$ cat src/rtl/bist_pattern_generator_if.sv
// Control and stimulus bundle between a BIST sequencer (master) and the
// pattern generator (slave).
interface bist_pattern_generator_if #(
    parameter int WIDTH = 4,
    parameter int IDX_W = 5
);
    // Handshake: start is a level sampled only while the generator is idle
    // (busy=0); a run is acknowledged by busy rising with the misr_clear pulse,
    // and completion by done, which holds until the next accepted start.
    logic             start;
    logic             abort;
    logic             seed_load;
    logic [WIDTH-1:0] seed_in;
    logic [WIDTH-1:0] pattern;
    logic             pattern_valid;
    logic [IDX_W-1:0] pattern_index;
    logic             misr_clear;
    logic             misr_enable;
    logic             busy;
    logic             done;

    modport master (
        output start, abort, seed_load, seed_in,
        input  pattern, pattern_valid, pattern_index,
        input  misr_clear, misr_enable, busy, done
    );

    modport slave (
        input  start, abort, seed_load, seed_in,
        output pattern, pattern_valid, pattern_index,
        output misr_clear, misr_enable, busy, done
    );
endinterface

$ cat src/rtl/bist_pattern_generator.sv
// Galois-LFSR BIST pattern generator sequencing the MISR clear/enable controls.
// Optional macro BIST_TPG_ALLZERO_EN appends an all-zero vector to every run.
module bist_pattern_generator #(
    parameter int               WIDTH         = 4,
    parameter logic [WIDTH-1:0] POLY          = 4'b0011,
    parameter logic [WIDTH-1:0] DEFAULT_SEED  = 4'b0001,
    parameter int               PATTERN_COUNT = 15,
    parameter int               CUT_LATENCY   = 1
) (
    input  logic                         clock,
    input  logic                         reset,
    bist_pattern_generator_if.slave      bus,
    output logic [2:0]                   state_dbg
);
    localparam int IDX_W = $clog2(PATTERN_COUNT + 2);
    localparam int FW    = (CUT_LATENCY < 2) ? 1 : $clog2(CUT_LATENCY + 1);
    localparam logic [IDX_W-1:0] LAST_IDX = IDX_W'(PATTERN_COUNT - 1);

    typedef enum logic [2:0] {
        S_IDLE  = 3'd0,
        S_CLEAR = 3'd1,
        S_RUN   = 3'd2,
        S_FLUSH = 3'd3,
        S_DONE  = 3'd4
    } state_t;

    state_t           state_q, state_d;
    logic [WIDTH-1:0] seed_q, seed_d;
    logic [WIDTH-1:0] lfsr_q, lfsr_d;
    logic [WIDTH-1:0] pattern_q, pattern_d;
    logic             valid_q, valid_d;
    logic [IDX_W-1:0] index_q, index_d;
    logic             clear_q, clear_d;
    logic             enable_q, enable_d;
    logic             busy_q, busy_d;
    logic             done_q, done_d;
    logic [FW-1:0]    flush_cnt_q, flush_cnt_d;
    logic             finish_run, go_done;

    function automatic logic [WIDTH-1:0] lfsr_step(input logic [WIDTH-1:0] q);
        logic [WIDTH-1:0] n;
        n[0] = q[WIDTH-1];
        for (int i = 1; i < WIDTH; i++) begin
            n[i] = q[i-1] ^ (q[WIDTH-1] & POLY[i]);
        end
        return n;
    endfunction

    always_comb begin
        state_d     = state_q;
        seed_d      = seed_q;
        lfsr_d      = lfsr_q;
        pattern_d   = pattern_q;
        valid_d     = valid_q;
        index_d     = index_q;
        clear_d     = 1'b0;
        enable_d    = enable_q;
        busy_d      = busy_q;
        done_d      = done_q;
        flush_cnt_d = flush_cnt_q;
        finish_run  = 1'b0;
        go_done     = 1'b0;

        case (state_q)
            S_IDLE, S_DONE: begin
                // An all-zero seed would lock the LFSR, so it is replaced.
                if (bus.seed_load) begin
                    seed_d = (bus.seed_in == '0) ? DEFAULT_SEED : bus.seed_in;
                end
                if (bus.start && !bus.abort) begin
                    state_d = S_CLEAR;
                    lfsr_d  = seed_d;
                    done_d  = 1'b0;
                    clear_d = 1'b1;
                    busy_d  = 1'b1;
                    index_d = '0;
                end
            end
            S_CLEAR: begin
                state_d   = S_RUN;
                pattern_d = lfsr_q;
                lfsr_d    = lfsr_step(lfsr_q);
                valid_d   = 1'b1;
                enable_d  = 1'b1;
                index_d   = '0;
            end
            S_RUN: begin
`ifdef BIST_TPG_ALLZERO_EN
                if (index_q == IDX_W'(PATTERN_COUNT)) begin
                    finish_run = 1'b1;
                end else if (index_q == LAST_IDX) begin
                    pattern_d = '0;
                    index_d   = index_q + 1'b1;
                end else begin
                    pattern_d = lfsr_q;
                    lfsr_d    = lfsr_step(lfsr_q);
                    index_d   = index_q + 1'b1;
                end
`else
                if (index_q == LAST_IDX) begin
                    finish_run = 1'b1;
                end else begin
                    pattern_d = lfsr_q;
                    lfsr_d    = lfsr_step(lfsr_q);
                    index_d   = index_q + 1'b1;
                end
`endif
            end
            S_FLUSH: begin
                if (flush_cnt_q == '0) begin
                    go_done = 1'b1;
                end else begin
                    flush_cnt_d = flush_cnt_q - 1'b1;
                end
            end
            default: state_d = S_IDLE;
        endcase

        if (finish_run) begin
            valid_d = 1'b0;
            if (CUT_LATENCY > 0) begin
                state_d     = S_FLUSH;
                flush_cnt_d = FW'(CUT_LATENCY - 1);
            end else begin
                go_done = 1'b1;
            end
        end

        if (go_done) begin
            state_d  = S_DONE;
            valid_d  = 1'b0;
            enable_d = 1'b0;
            busy_d   = 1'b0;
            done_d   = 1'b1;
        end

        // Abort only acts on an active run and wins over everything above.
        if (bus.abort && busy_q) begin
            state_d  = S_IDLE;
            valid_d  = 1'b0;
            enable_d = 1'b0;
            clear_d  = 1'b0;
            busy_d   = 1'b0;
            done_d   = 1'b0;
        end
    end

    always_ff @(posedge clock or posedge reset) begin
        if (reset) begin
            state_q     <= S_IDLE;
            seed_q      <= DEFAULT_SEED;
            lfsr_q      <= DEFAULT_SEED;
            pattern_q   <= '0;
            valid_q     <= 1'b0;
            index_q     <= '0;
            clear_q     <= 1'b0;
            enable_q    <= 1'b0;
            busy_q      <= 1'b0;
            done_q      <= 1'b0;
            flush_cnt_q <= '0;
        end else begin
            state_q     <= state_d;
            seed_q      <= seed_d;
            lfsr_q      <= lfsr_d;
            pattern_q   <= pattern_d;
            valid_q     <= valid_d;
            index_q     <= index_d;
            clear_q     <= clear_d;
            enable_q    <= enable_d;
            busy_q      <= busy_d;
            done_q      <= done_d;
            flush_cnt_q <= flush_cnt_d;
        end
    end

    assign bus.pattern       = pattern_q;
    assign bus.pattern_valid = valid_q;
    assign bus.pattern_index = index_q;
    assign bus.misr_clear    = clear_q;
    assign bus.misr_enable   = enable_q;
    assign bus.busy          = busy_q;
    assign bus.done          = done_q;
    assign state_dbg         = state_q;
endmodule

$ cat src/flat_wrapper.sv
// flat-port wrapper written by rule: the top's interface ports become plain ports
module bist_pattern_generator_flat 
#(
    parameter int               WIDTH         = 4,
    parameter logic [WIDTH-1:0] POLY          = 4'b0011,
    parameter logic [WIDTH-1:0] DEFAULT_SEED  = 4'b0001,
    parameter int               PATTERN_COUNT = 15,
    parameter int               CUT_LATENCY   = 1
)
  (clock, reset, state_dbg, bus_start, bus_abort, bus_seed_load, bus_seed_in, bus_pattern, bus_pattern_valid, bus_pattern_index, bus_misr_clear, bus_misr_enable, bus_busy, bus_done);
  bist_pattern_generator_if #(.WIDTH(WIDTH)) bus_i ();
  input  logic clock;
  input  logic reset;
  output logic [2:0] state_dbg;
  input wire logic [$bits(bus_i.start)-1:0] bus_start;
  input wire logic [$bits(bus_i.abort)-1:0] bus_abort;
  input wire logic [$bits(bus_i.seed_load)-1:0] bus_seed_load;
  input wire logic [$bits(bus_i.seed_in)-1:0] bus_seed_in;
  output wire logic [$bits(bus_i.pattern)-1:0] bus_pattern;
  output wire logic [$bits(bus_i.pattern_valid)-1:0] bus_pattern_valid;
  output wire logic [$bits(bus_i.pattern_index)-1:0] bus_pattern_index;
  output wire logic [$bits(bus_i.misr_clear)-1:0] bus_misr_clear;
  output wire logic [$bits(bus_i.misr_enable)-1:0] bus_misr_enable;
  output wire logic [$bits(bus_i.busy)-1:0] bus_busy;
  output wire logic [$bits(bus_i.done)-1:0] bus_done;
  assign bus_i.start = bus_start;
  assign bus_i.abort = bus_abort;
  assign bus_i.seed_load = bus_seed_load;
  assign bus_i.seed_in = bus_seed_in;
  assign bus_pattern = bus_i.pattern;
  assign bus_pattern_valid = bus_i.pattern_valid;
  assign bus_pattern_index = bus_i.pattern_index;
  assign bus_misr_clear = bus_i.misr_clear;
  assign bus_misr_enable = bus_i.misr_enable;
  assign bus_busy = bus_i.busy;
  assign bus_done = bus_i.done;
  bist_pattern_generator #(.WIDTH(WIDTH), .POLY(POLY), .DEFAULT_SEED(DEFAULT_SEED), .PATTERN_COUNT(PATTERN_COUNT), .CUT_LATENCY(CUT_LATENCY)) u_core (.clock(clock), .reset(reset), .bus(bus_i), .state_dbg(state_dbg));
endmodule
$ cat config.mk
export PLATFORM = sky130hd
export DESIGN_NAME = bist_pattern_generator_flat
export DESIGN_NICKNAME = d
export VERILOG_FILES = /design/src/rtl/bist_pattern_generator_if.sv /design/src/rtl/bist_pattern_generator.sv /design/src/flat_wrapper.sv
export SDC_FILE = /design/constraint.sdc
export NUM_CORES = 1
export LEC_CHECK = 0
export CAP_MARGIN = 20
export CORE_UTILIZATION = 40
export CTS_BUF_LIST = sky130_fd_sc_hd__clkbuf_4
export DETAILED_ROUTE_END_ITERATION = 16
export PLACE_DENSITY_LB_ADDON = 0.25
export SLEW_MARGIN = 20
export SYNTH_ARGS = -nofsm -noshare
export SYNTH_HDL_FRONTEND = slang
export SYNTH_SLANG_ARGS = --single-unit
$ cat constraint.sdc
create_clock -name clock -period 3.17 [get_ports clock]
set_input_delay 0.7925 -clock clock [delete_from_list [all_inputs] [get_ports clock]]
set_output_delay 0.7925 -clock clock [all_outputs]
set_load 0.005 [all_outputs]
### Yosys cells after proc, flatten, opt, wreduce, memory -nomap -nowiden

Index checks and enable logic that the tools add are counted.

| storage, ports and cells | value |
|---|---|
| flip-flop bits (word level) | 26 |
| output and inout port bits | 17 |
| word-level logic and storage cells | 80 |

| operators by class | value |
|---|---|
| add/sub/neg operators | 2 |
| equal/unequal tests | 9 |
| mux-type cells | 39 |
| bitwise operators | 1 |
| reduce and logical (&&, ||, !) cells | 18 |

Operator list:

| kind | number |
|---|---|
| 1-bit 2-to-1 mux | 24 |
| 4-bit 2-to-1 mux | 5 |
| 5-bit one-hot mux with 3 select lines | 1 |
| 3-bit 2-to-1 mux | 4 |
| 4-bit one-hot mux with 3 select lines | 1 |
| 3-bit nonzero test | 4 |
| 5-bit 2-to-1 mux | 2 |
| 3-bit one-hot mux with 3 select lines | 1 |
| 4-bit one-hot mux with 2 select lines | 1 |
| 3-bit by 2-bit equality test with 1-bit output (second input constant) | 2 |
| 2-bit AND reduction | 3 |
| 5-bit by 1-bit adder with 5-bit output (second input constant) | 1 |
| 5-bit by 4-bit equality test with 1-bit output (second input constant) | 1 |
| 5-bit by 1-bit inequality test with 1-bit output (second input constant) | 1 |
| 4-bit logical NOT | 1 |
| 4-bit by 1-bit inequality test with 1-bit output (second input constant) | 1 |
| 2-bit nonzero test | 2 |
| 4-bit nonzero test | 1 |
| 2-bit OR reduction | 2 |
| 3-bit by 1-bit equality test with 1-bit output (second input constant) | 1 |
| 3-bit equality test (second input constant) | 1 |
| 3-bit logical NOT | 1 |
| 3-bit AND reduction | 1 |
| 1-bit logical AND | 2 |
| other kinds (5) | 5 |

### Logic depth before layout (Yosys ltp)

| logic depth | value |
|---|---|
| word-level depth | 7 |
| mapped depth | 6 |
| depth with buffers taken out | 6 |

### Worst setup path after synthesis

OpenSTA, ideal clock, no wires.

| timing | value |
|---|---|
| path type | in2reg |
| start point | in bus_abort |
| end point | reg u_core.lfsr_q[1] |
| data arrival time | 1.587 ns |
| slack | 1.458 ns |
| stages | 4 |
| path buffers | 0 |
| cell sequence | nor4b_2 > nor2_1 > nand2_4 > mux2_2 |

| between the ends | value |
|---|---|
| word-level cells in the longest chain between the ends | 4 |

Ends and longest elaborated chain:

| element | RTL line | text |
|---|---|---|
| start, declared | flat_wrapper.sv:16 | `input wire logic [$bits(bus_i.abort)-1:0] bus_abort;` |
| 1-bit logical NOT | bist_pattern_generator.sv:70 | `if (bus.start && !bus.abort) begin` |
| 1-bit logical AND | bist_pattern_generator.sv:70 |  |
| 2-bit by 1-bit inequality test with 1-bit output (no line) | -- |  |
| 3-bit AND reduction (no line) | -- |  |
| end signal, assigned | bist_pattern_generator.sv:164 | `lfsr_q <= lfsr_d;` |
| end, declared | bist_pattern_generator.sv:29 | `logic [WIDTH-1:0] lfsr_q, lfsr_d;` |

Every way passes these cells.
A chain may end at the register's enable or synchronous reset.

### Worst setup path after layout

| timing | value |
|---|---|
| start point | reg u_core.state_q[0] (netlist: u_core.state_dbg[0]) |
| end point | out state_dbg[0] |

RTL lines:

| element | RTL line | text |
|---|---|---|
| start, declared | bist_pattern_generator.sv:27 | `state_t state_q, state_d;` |
| start signal, assigned | bist_pattern_generator.sv:162 | `state_q <= state_d;` |
| end, declared | flat_wrapper.sv:14 | `output logic [2:0] state_dbg;` |

No word-level cell between the ends.

==> results.md <==
- The flow ran to the end, and the final reports show no timing, DRC or antenna violations.
- Setup repair after global routing left no endpoint under its margin.
- In the final timing run, aggregate negative setup slack is 0 ns.
- The number of distinct library cells after synthesis is 35.
- The headroom to the max-slew limit is 0.668.
- Timing would allow up to 0.421 GHz.
- The cell count after synthesis came out at 120.
- The netlist area before placement is 1290 um2.
- The via count of the first global-routing pass is 969.
- Internal power comes to 0.868 mW.
- The total global routing track utilization is 0.160.
- The share of total power in the clock network is 0.110.
- The fraction of power consumed by sequential logic is 0.439.
- After detailed placement, the total cell area comes to 1560 um2.
- Leaving out fill and tap cells, the most frequent cells in the layout are 25 x sky130_fd_sc_hd__clkdlybuf4s50_1, 23 x sky130_fd_sc_hd__dfrtp_1, 10 x sky130_fd_sc_hd__mux2_2.
- The clock sink count is 25.
- The total overflow left after global routing is 0.
- The total of buffers placed on input and output ports is 25.
- The clock insertion delay at the later pin of the skew report is 0.31 ns.
- The analysis attributes to net switching a power of 0.456 mW.
- The total power per unit cell area is 832 nW/um2.
- The total of endpoints with negative setup slack in the final report is 0.
- The most critical setup path has its startpoint at u_core.state_dbg[0].
- The count of nets left with antenna violations once routing finished came out at 0.
- The share of synthesized registers carrying an async set or reset is 1.00.
- The register bit total from synthesis is 25.
- In this run the static leakage power is 0.676 nW.
- Once detailed placement completed, the half-perimeter wirelength came to 1820 um.
- The peak ir drop on the vdd network is 0.000421 V.
- Of the post-synthesis cell area, the part taken by muxes is 0.142.
- The critical-path maximum fanout is 15.
- The xor and xnor area share after synthesis is 0.0136.
- For met2 alone, demand over resource in global routing was 0.266.
- The number of max-capacitance violations reported is 0.
- Summing all multi-input logic gate instances after layout gives 594 um2.
- Traced cell by cell, the critical path runs through clkdlybuf4s50_1.
- The post-route clock skew is 0.00732 ns.
- The initial antenna violation count is 0.
- The mean area per synthesized cell is 10.7 um2.
- The chip height is 58.7 um.
- The required time reported for the critical path endpoint is 2.38 ns.
- The post-synthesis share of cell area spent on and, or, nand and nor gates is 0.185.
- The core region is 3050 um2.
- For this design, the CTS-stage hold fixing added 0 buffers.
- met2 is the most crowded layer.
- The worst setup path is captured at an output pin.
- Of the total power, combinational logic draws 0.451.
- STA classifies the critical path startpoint as a register.
- The cell at the root of the clock tree is sky130_fd_sc_hd__clkbuf_4.
- After layout, the minimum clock period comes to 2.38 ns.
- When the netlist entered floorplanning its net count stood at 131.
- The area of all sequential standard cells is 628 um2.
- The net count of the finished layout is 157.
- The initial utilization of the core area, before any placement, comes to 0.421.
- The area growth from synthesis to layout is 23.7%.
- The worst register-to-register path ends at u_core.lfsr_q[3].
- The period utilization is 0.749.
- The sum of routed wire length over all layers is 2430 um.
- The routability congestion estimate from global placement is 0.789.
- On the critical path the largest part of the delay comes from flip-flops.
- Among all flip-flop cells after synthesis, the most frequent one is sky130_fd_sc_hd__dfrtp_1.
- The largest net degree at the start of global routing is 26.
- The number of enable-type register cells in the synthesized netlist is 0.
- Fill cells in the final layout number 305.
- The largest individual stage delay along the critical path comes from the cell sky130_fd_sc_hd__dfrtp_1.
- Clock-pin slew was measured on the worst setup and hold paths at 0.13 ns.
- The share of the synthesized area in compound gates (AO/OA/AOI/OAI) was 0.102.
- From left edge to right edge, the die measures 58.7 um.
- The first global-routing pass estimated 4250 um of wire.
- The global routing met1 resource utilization is 0.210.
- For the worst flop-to-flop path, the logic depth is 4.
- The detailed-route wire length per cell is 12.9 um.
- At the worst endpoint, the arrival time is 1.58 ns.
- The worst setup path is of the register to output pin kind.
- The floorplan step defined a die boundary enclosing 3450 um2.
- Of the total synthesized cell area, the portion taken by full adders, half adders and majority gates is 0.0195.
- The max-slew violation count came to 0.
- The number of gates given a new drive strength after cts is 0.
- The startpoint identified for the worst register-to-register timing path is u_core.state_dbg[1].
- In this run the post-CTS setup repair buffer count came out at 0.
- The detailed-route DRC error count is 0.
- TritonCTS built the clock tree.
- The clock buffer count from CTS is 3.
- CTS built an H-tree with a depth of 1.
- 26 I/O pins were placed.
- In the routed layout, each cell is associated on average with a via count of 5.23.
- The number of diodes is 0.
- The path type of the worst min-delay path is register to register.
- The switching part of the total power is 0.344.
- The number of DRC markers in iteration 0 is 19.
- The longest clock path from root to sink contains 2 buffers.
- The library cell used most frequently in the layout, excluding fill and tap cells, is sky130_fd_sc_hd__clkdlybuf4s50_1.
- The register-to-register setup slack is 1.30 ns.
- The number of failing hold endpoints at the final stage came to 0.
- The number of iterations in the first detailed-routing pass is 4.
- The number of buffers and inverters on the critical path is 1.
- The sequential fraction of the synthesis area is 0.488.
- For this run, global-route usage on met3 was measured as 0.0242.
- The summed area of non-filler cells in the final layout is 1590 um2.
- The most critical setup path has its endpoint at state_dbg[0].
- The routed layout has 989 vias.
- Once layout is complete, the utilization of the core stands at 0.521.
- The largest incremental delay on the critical path is 0.68 ns.
- The worst-margin pin slew is 0.498 ns.
- The Yosys step of the flow raised 0 warnings.
- By area, the combinational part of the netlist is dominated by simple AND/OR/NAND/NOR gates.
- The floorplan has 20 rows.
- Of the cells placed in the final design, the portion with a size suffix greater than 1 is 0.159.
- The number of gates on the worst path with buffers counted is 1.
==> registers in the layout, indices dropped and copies added, names as in the netlist <==
signal / count
u_core.bus.pattern_valid: 1
u_core.bus.misr_enable: 1
u_core.lfsr_q: 4
u_core.bus.misr_clear: 1
u_core.bus.pattern_index: 5
u_core.state_dbg: 3
u_core.seed_q: 4
u_core.bus.done: 1
u_core.bus.pattern: 4
u_core.bus.busy: 1
==> stage by stage <==
stage | hold WS [ns] | total power, mW | cells | setup slack, ns
6_report | 0.498 | 1.32 | 189 | 0.795
5_1_grt | 0.527 | 1.44 | 189 | 0.699
4_1_cts | 0.499 | 1.34 | 189 | 0.781
3_5_place_dp | 0.479 | 1.19 | 185 | 0.819
3_3_place_gp | 0.471 | 1.17 | 185 | 0.874
2_1_floorplan | 0.459 | 0.958 | 120 | 1.46
==> synth_stat cells (2+ instances only) <==
cell	n	share of area
sky130_fd_sc_hd__mux2_2	10	0.088
sky130_fd_sc_hd__a21oi_1	9	0.035
sky130_fd_sc_hd__nor3b_1	2	0.012
sky130_fd_sc_hd__nor2_1	8	0.023
sky130_fd_sc_hd__inv_1	7	0.020
sky130_fd_sc_hd__nor3_1	4	0.016
sky130_fd_sc_hd__nand2_1	6	0.018
sky130_fd_sc_hd__a32oi_1	2	0.014
sky130_fd_sc_hd__nand2b_1	2	0.0097
sky130_fd_sc_hd__ha_1	2	0.019
sky130_fd_sc_hd__xnor2_1	2	0.014
sky130_fd_sc_hd__dfstp_2	2	0.041
sky130_fd_sc_hd__o21ai_0	6	0.023
sky130_fd_sc_hd__buf_6	2	0.018
sky130_fd_sc_hd__nand3_1	7	0.027
sky130_fd_sc_hd__mux2i_1	7	0.054
sky130_fd_sc_hd__o22ai_1	2	0.0097
sky130_fd_sc_hd__dfrtp_1	23	0.45
==> power by group through the flow <==
stage | registers, mW | logic [mW] | clock network (mW)
3_3_place_gp | 0.580 | 0.588 | 0
2_1_floorplan | 0.552 | 0.406 | 0
5_1_grt | 0.605 | 0.664 | 0.168
6_report | 0.581 | 0.597 | 0.145
3_5_place_dp | 0.589 | 0.604 | 0
4_1_cts | 0.582 | 0.606 | 0.156
==> layer usage <==
layer  routed length [um]  vias up
li1                     -      477
met1                 1140      488
met2                 1180       20
met3                   81        4
met4                   25        0
met5                    0        -
==> cell type report <==
type,instances,share of cell area
Clock buffer,4,0.0189
Inverter,7,0.0165
Multi-Input combinational cell,83,0.373
Sequential cell,25,0.395
Tap cell,44,0.0346
Timing Repair Buffer,26,0.162
==> how the worst min path moves through the flow <==
stage          cells after the start                to  slack [ns]             start
5_1_grt                            2  u_core.seed_q[0]        0.53  u_core.seed_q[0]
2_1_floorplan                      2  u_core.seed_q[0]        0.46  u_core.seed_q[0]
3_3_place_gp                       2  u_core.seed_q[0]        0.47  u_core.seed_q[0]
3_5_place_dp                       2  u_core.seed_q[0]        0.48  u_core.seed_q[0]
4_1_cts                            2  u_core.seed_q[0]        0.50  u_core.seed_q[0]
6_report                           2  u_core.seed_q[0]        0.50  u_core.seed_q[0]
==> cells by family (layout without fill, tap and decap cells) <==
logic type | count (synthesis) | in the layout
flops | 25 | 25
mux | 17 | 17
buf+inv | 12 | 37
xor+xnor | 2 | 2
simple gates | 40 | 40
fa+ha+maj | 2 | 2
compound gates | 22 | 22
Note: power is estimated with default switching activity, not from simulation.
